File: config.mk
export PLATFORM = sky130hd
export DESIGN_NAME = spi_master_engine
export DESIGN_NICKNAME = d
export VERILOG_FILES = /design/src/rtl/spi_pkg.sv /design/src/rtl/spi_clk_gen.sv /design/src/rtl/spi_master_engine.sv
export SDC_FILE = /design/constraint.sdc
export NUM_CORES = 1
export LEC_CHECK = 0
export CAP_MARGIN = 20
export CORE_MARGIN = 2
export CORE_UTILIZATION = 42
export DETAILED_ROUTE_END_ITERATION = 6
export GPL_TIMING_DRIVEN = 0
export HOLD_SLACK_MARGIN = 0.15
export PLACE_DENSITY = 0.69
export SLEW_MARGIN = 20
export SYNTH_ARGS = -nofsm -noshare
export SYNTH_HDL_FRONTEND = slang
export SYNTH_SLANG_ARGS = --single-unit
File: constraint.sdc
create_clock -name Clk -period 3.63 [get_ports Clk]
set_clock_uncertainty 0.1 [all_clocks]
set_input_delay 0.5445 -clock Clk [delete_from_list [all_inputs] [get_ports Clk]]
set_output_delay 0.5445 -clock Clk [all_outputs]
set_load 0.1 [all_outputs]
File: src/rtl/spi_pkg.sv
// Shared types and constants for the SPI master transfer engine.
package spi_pkg;

  typedef enum logic [1:0] {
    SPI_MODE_WRITE     = 2'd0,
    SPI_MODE_READ      = 2'd1,
    SPI_MODE_EXCHANGE  = 2'd2,
    SPI_MODE_WAIT_READ = 2'd3
  } spi_mode_e;

  typedef enum logic [2:0] {
    ST_IDLE,
    ST_FETCH,
    ST_SHIFT,
    ST_STORE,
    ST_FINISH
  } spi_state_e;

  localparam logic [7:0] SPI_IDLE_BYTE = 8'hFF;

  function automatic logic mode_sends_tx(input spi_mode_e m);
    return (m == SPI_MODE_WRITE) || (m == SPI_MODE_EXCHANGE);
  endfunction

  function automatic logic mode_reads(input spi_mode_e m);
    return (m == SPI_MODE_READ) || (m == SPI_MODE_EXCHANGE);
  endfunction

endpackage

File: src/rtl/spi_clk_gen.sv
// SCK divider: each SCK half-period lasts ClkDiv+1 Clk cycles while Run is high.
module spi_clk_gen #(
  parameter int DIV_W = 8
) (
  input  logic             Clk,
  input  logic             Reset,
  input  logic             Run,
  input  logic [DIV_W-1:0] ClkDiv,
  output logic             Sck,
  output logic             RisePulse,
  output logic             FallPulse
);

  logic [DIV_W-1:0] cnt;
  logic             half_end;

  assign half_end  = Run && (cnt == ClkDiv);
  assign RisePulse = half_end && !Sck;
  assign FallPulse = half_end && Sck;

  always_ff @(posedge Clk or posedge Reset) begin
    if (Reset) begin
      cnt <= '0;
      Sck <= 1'b0;
    end else if (!Run) begin
      cnt <= '0;
      Sck <= 1'b0;
    end else if (half_end) begin
      cnt <= '0;
      Sck <= ~Sck;
    end else begin
      cnt <= cnt + 1'b1;
    end
  end

endmodule

File: src/rtl/spi_master_engine.sv
// SPI mode-0 master transfer engine: byte FSM, buffer port, chip selects, wait-and-read.
module spi_master_engine
  import spi_pkg::*;
#(
  parameter  int CS_COUNT   = 2,
  parameter  int BUF_DEPTH  = 512,
  parameter  int DIV_W      = 8,
  parameter  int WAIT_LIMIT = 4096,
  localparam int AW         = $clog2(BUF_DEPTH),
  localparam int CS_W       = (CS_COUNT > 1) ? $clog2(CS_COUNT) : 1
) (
  input  logic                Clk,
  input  logic                Reset,
  input  logic                Start,
  input  logic                Abort,
  input  logic [1:0]          Mode,
  input  logic [AW-1:0]       Len,
  input  logic [DIV_W-1:0]    ClkDiv,
  input  logic [CS_W-1:0]     CsSel,
  input  logic                CsAssert,
  output logic [AW-1:0]       TxAddr,
  input  logic [7:0]          TxData,
  output logic                RxWe,
  output logic [AW-1:0]       RxAddr,
  output logic [7:0]          RxData,
  output logic                SpiDo,
  input  logic                SpiDi,
  output logic                SpiClk,
  output logic [CS_COUNT-1:0] nCs,
  output logic                Busy,
  output logic                Done,
  output logic                Timeout
);

  localparam int PW = $clog2(WAIT_LIMIT + 1);

  spi_state_e       state, state_nxt;
  spi_mode_e        mode_q;
  logic [AW-1:0]    len_q, byte_cnt;
  logic [DIV_W-1:0] div_q;
  logic [PW-1:0]    poll_cnt, poll_nxt;
  logic [2:0]       bit_cnt;
  logic             matched, abort_pend;
  logic [6:0]       tx_sh;
  logic [7:0]       rx_sh, tx_byte;
  logic             run, sck_rise, sck_fall;
  logic             rx_keep, discard, poll_timeout, last_byte;

  assign run      = (state == ST_SHIFT);
  assign tx_byte  = mode_sends_tx(mode_q) ? TxData : SPI_IDLE_BYTE;
  assign poll_nxt = poll_cnt + 1'b1;

  spi_clk_gen #(.DIV_W(DIV_W)) u_clk_gen (
    .Clk       (Clk),
    .Reset     (Reset),
    .Run       (run),
    .ClkDiv    (div_q),
    .Sck       (SpiClk),
    .RisePulse (sck_rise),
    .FallPulse (sck_fall)
  );

  always_ff @(posedge Clk or posedge Reset) begin
    if (Reset) state <= ST_IDLE;
    else       state <= state_nxt;
  end

  // In wait-and-read, 0xFF is polling filler until the first real byte arrives.
  always_comb begin
    rx_keep   = mode_reads(mode_q);
    discard   = 1'b0;
    if (mode_q == SPI_MODE_WAIT_READ) begin
      rx_keep = matched || (rx_sh != SPI_IDLE_BYTE);
      discard = !rx_keep;
    end
    poll_timeout = discard && (poll_nxt == PW'(WAIT_LIMIT));
    last_byte    = !discard && (byte_cnt == len_q);

    state_nxt = state;
    case (state)
      ST_IDLE:   if (Start) state_nxt = ST_FETCH;
      ST_FETCH:  state_nxt = ST_SHIFT;
      ST_SHIFT:  if (sck_fall && bit_cnt == 3'd7) state_nxt = ST_STORE;
      ST_STORE:  state_nxt = (poll_timeout || last_byte || abort_pend) ? ST_FINISH : ST_FETCH;
      ST_FINISH: state_nxt = ST_IDLE;
      default:   state_nxt = ST_IDLE;
    endcase
  end

  always_ff @(posedge Clk or posedge Reset) begin
    if (Reset) begin
      mode_q     <= SPI_MODE_WRITE;
      len_q      <= '0;
      div_q      <= '0;
      byte_cnt   <= '0;
      poll_cnt   <= '0;
      bit_cnt    <= '0;
      matched    <= 1'b0;
      abort_pend <= 1'b0;
      TxAddr     <= '0;
      RxAddr     <= '0;
      RxWe       <= 1'b0;
      SpiDo      <= 1'b1;
      nCs        <= '1;
      Busy       <= 1'b0;
      Done       <= 1'b0;
      Timeout    <= 1'b0;
    end else begin
      Done <= 1'b0;
      RxWe <= 1'b0;
      for (int i = 0; i < CS_COUNT; i++) nCs[i] <= ~(CsAssert && (CsSel == CS_W'(i)));
      if (Abort && Busy) abort_pend <= 1'b1;

      case (state)
        ST_IDLE: begin
          if (Start) begin
            mode_q     <= spi_mode_e'(Mode);
            len_q      <= Len;
            div_q      <= ClkDiv;
            byte_cnt   <= '0;
            poll_cnt   <= '0;
            bit_cnt    <= '0;
            matched    <= 1'b0;
            abort_pend <= 1'b0;
            TxAddr     <= '0;
            RxAddr     <= '0;
            Timeout    <= 1'b0;
            Busy       <= 1'b1;
          end
        end
        ST_FETCH: begin
          SpiDo   <= tx_byte[7];
          bit_cnt <= '0;
        end
        ST_SHIFT: begin
          if (sck_fall) begin
            bit_cnt <= bit_cnt + 1'b1;
            // The TX buffer has a 1-cycle read, so the next address goes out during STORE.
            if (bit_cnt == 3'd7) TxAddr <= byte_cnt + 1'b1;
            else                 SpiDo  <= tx_sh[6];
          end
        end
        ST_STORE: begin
          if (rx_keep) begin
            RxWe    <= 1'b1;
            RxAddr  <= byte_cnt;
            matched <= 1'b1;
          end
          if (discard)      poll_cnt <= poll_nxt;
          if (poll_timeout) Timeout  <= 1'b1;
          if (state_nxt == ST_FINISH) begin
            Busy       <= 1'b0;
            Done       <= 1'b1;
            SpiDo      <= 1'b1;
            TxAddr     <= '0;
            abort_pend <= 1'b0;
          end else if (!discard) begin
            byte_cnt <= byte_cnt + 1'b1;
          end
        end
        default: ;
      endcase
    end
  end

  // Shift registers and RX data carry no reset; they are always loaded before use.
  always_ff @(posedge Clk) begin
    case (state)
      ST_FETCH: tx_sh <= tx_byte[6:0];
      ST_SHIFT: begin
        if (sck_rise) rx_sh <= {rx_sh[6:0], SpiDi};
        if (sck_fall) tx_sh <= {tx_sh[5:0], 1'b0};
      end
      ST_STORE: RxData <= rx_sh;
      default: ;
    endcase
  end

endmodule

==> metrics.md <==
| Metric | Value |
|---|---|
| Status | `finished, violations left` |
| Failing checks | `design-rule violations` |
| Most common cell after layout, fill and taps aside | `nand2_1` |
| Setup bufs post-CTS | `0` |
| Number of synthesized flops with an enable pin | `23` |
| Post-Route WL | `10.9 mm` |
| Clk sinks | `106` |
| TritonCTS clock tree | `yes` |
| Largest net degree at the start of global routing | `52` |
| Clock Tree Root | `clkbuf_16` |
| Synth top area share | `0.402` |
| Top Ports | `68` |
| Cts repair resizes | `0` |
| IO buf count | `67` |
| Maximum vdd ir drop | `around 0.29 mV` |
| WP data required | `between 3000 and 4000 ps` |
| Max cap viols | `0` |
| Synthesized area | `between 4000 and 5000 um^2` |
| Share of post-route cells with drive strength above 1 | `0.0687` |
| Die Area | `about 13000 um^2` |
| Routed Antenna Nets | `0` |
| Most frequent cells in the layout | `nand2_1, dfrtp_1, clkdlybuf4s50_1, o21ai_0, nor2_1` |
| Post-place setup slack | `785 ps` |
| Unrepaired setup endpoints after global routing | `no` |
| Worst Setup Slack, final | `780 ps` |
| CP max stage cell | `nor3_1` |
| Synth warn | `0` |
| Slew @ Worst Pin | `1010 ps` |
| P_leak | `2.63 nW` |
| Vias | `3755` |
| Netlist cell types | `50` |
| Power density over cell area | `669 nW/um^2` |
| Vias in the first global route | `3661` |
| Post-cts hold buffer count | `0` |
| Worst R2R End | `TxAddr[4]$_DFFE_PP0P_` |
| Area Growth Syn to Fin | `23.3%` |
| Sequential area share after synthesis | `0.556` |
| Depth of the worst hold-timing path | `0` |
| FF-to-FF path depth | `8` |
| WL/cell | `15.0 um` |
| Syn Area/Cell | `10.0 um^2` |
| CP Launch Type | `flop` |
| Yosys top cell by area | `dfrtp_1` |
| Max_slew headroom | `0.321` |
| Critical path type | `reg2reg` |
| TritonRoute pass-1 iters | `6` |
| Critical-path cell list | `ha_1 > nand2_1 > nor3_1 > nand4_1 > a2111oi_4 > a21o_4 > nand2_4 > mux2_4` |
| Die height | `about 110 um` |
| Tot GR Track Use | `0.178` |
| Hold Vio Cnt, Final | `0` |
| Clk_lat worst skew | `350 ps` |
| Hold crit path type | `reg2reg` |
| Post-detail-place hpwl | `7.87 mm` |
| Max Clk Rate | `0.351 GHz` |
| Final std cells w/o fill | `725` |
| Top_reg_cell synth | `dfrtp_1` |
| Largest cells by area after synthesis | `dfrtp_1, edfxtp_1, nand2_1` |
| Cells after DPL | `709` |
| Worst-path maximum fanout | `9` |
| Fin crit period | `2850 ps` |
| Placeable Area | `around 12000 um^2` |
| Critical Path End Type | `flop` |
| 1st-iter DRT viols | `178` |
| Hold path start | `rx_sh[7]$_DFFE_PP_` |
| Routability cong. | `0.819` |
| N_diodes | `0` |
| CTS max path bufs | `2` |
| GRT Residual Overflow | `0` |
| Ys async rst share | `0.783` |
| Antenna violations before repair | `0` |
| Final period utilization | `0.785` |
| CP Data Arrival Time | `2990 ps` |
| Die span in x | `113 um` |
| Final setup viols | `0` |
| Hold Path End | `RxData[7]$_DFFE_PP_` |
| FF-to-FF Start | `mode_q[1]$_DFFE_PP0P_` |
| Syn_nets | `around 540` |
| Residual DRC | `4` |
| CTS Buf Count | `9` |
| Final Max Slew Viols | `0` |
| Nets@finish | `620` |
| H-tree depth | `3` |
| First-pass GRT wire length | `about 18 mm` |
| R2R setup slack | `just under 800 ps` |
| Cells after Synth | `498` |
| Row cnt | `39` |
| Drt via density | `5.18` |
| Synth Register Bits | `106` |
| Reg clk slew, reported paths | `~70 ps` |
| Crit path largest cell delay | `600 ps` |
| Initial Util | `0.433` |
==> flip-flops by register name, summed over array words and instances, names as in the netlist <==
register / cells
poll_cnt: 13
RxAddr: 9
TxAddr: 9
byte_cnt: 9
len_q: 9
RxData: 8
div_q: 8
rx_sh: 8
u_clk_gen.cnt: 8
tx_sh: 7
bit_cnt: 3
state: 3
mode_q: 2
nCs: 2
Busy: 1
Done: 1
RxWe: 1
SpiDo: 1
Timeout: 1
abort_pend: 1
matched: 1
u_clk_gen.Sck: 1
==> layer usage <==
layer  global-route usage  wire, um  up-vias
met5                    0         0        -
met4               0.0602       140        0
met3               0.0439       611       12
met2                0.281      5210       77
met1                0.243      4890     1816
li1                     -         -     1850
==> kinds of logic (layout without fill, tap and decap cells) <==
group,after synthesis,count (layout),synth area share
buffers and inverters,42,126,0.0392
AND/OR/NAND/NOR,215,215,0.193
multiplexers,9,9,0.0244
XOR/XNOR,37,37,0.0651
adder cells (fa/ha/maj),9,9,0.0226
AO/OA/AOI/OAI,80,80,0.0997
flip-flops,106,106,0.556
==> metrics by stage <==
stage	utilization	power, mW	setup TNS (ps)	area [um^2]	hold slack (ps)
6_report	0.533	4.11	0	6140	360
5_1_grt	0.533	4.34	0	6140	370
4_1_cts	0.533	4.14	0	6140	362
3_5_place_dp	0.509	3.22	0	5870	351
3_3_place_gp	0.506	3.17	-37590	5830	343
2_1_floorplan	-	2.80	0	4980	327
==> power breakdown <==
part           internal (mW)  total (mW)  switching (mW)
combinational          0.491        1.56            1.07
clock                  0.489       0.917           0.428
sequential              1.48        1.63           0.149
==> worst max-delay path: cells and delay by family, from the launching register on <==
| kind | cells | cell delay [ps] |
|---|---|---|
| flip-flops | 1 | 380 |
| multiplexers | 1 | 340 |
| AND/OR/NAND/NOR | 4 | 1040 |
| adder cells (fa/ha/maj) | 1 | 200 |
| AO/OA/AOI/OAI | 2 | 680 |
==> worst max-delay path by stage <==
stage | to | slack, ps | startpoint | depth (start not counted)
6_report | TxAddr[4]$_DFFE_PP0P_ | 780 | mode_q[1]$_DFFE_PP0P_ | 8
3_5_place_dp | TxAddr[7]$_DFFE_PP0P_ | 790 | mode_q[1]$_DFFE_PP0P_ | 8
5_1_grt | poll_cnt[7]$_DFFE_PP0P_ | 540 | mode_q[1]$_DFFE_PP0P_ | 9
2_1_floorplan | Busy$_DFFE_PP0P_ | 850 | Reset | 1
3_3_place_gp | poll_cnt[7]$_DFFE_PP0P_ | -470 | Reset | 2
4_1_cts | TxAddr[3]$_DFFE_PP0P_ | 790 | mode_q[1]$_DFFE_PP0P_ | 8
==> synthesized netlist by cell type (5+ instances only) <==
master / n
mux2_4: 6
clkbuf_1: 25
inv_1: 11
nor2_1: 34
a21o_1: 5
xor2_1: 13
dfrtp_1: 80
ha_1: 9
xnor2_1: 24
edfxtp_1: 23
and3_1: 6
nand2_1: 117
nand4_1: 10
nand3_1: 25
o21ai_0: 45
a21oi_1: 9
==> area by class of cell <==
type | instances | area (um^2)
buffer | 31 | 154
clock buffer | 13 | 250
clock inverter | 3 | 25.0
fill | 1065 | 5370
inverter | 11 | 43.8
multi-input combinational | 350 | 2020
sequential | 106 | 2770
tap | 143 | 179
timing repair buffer | 68 | 698
No activity file was read; power rests on OpenSTA's default activity.
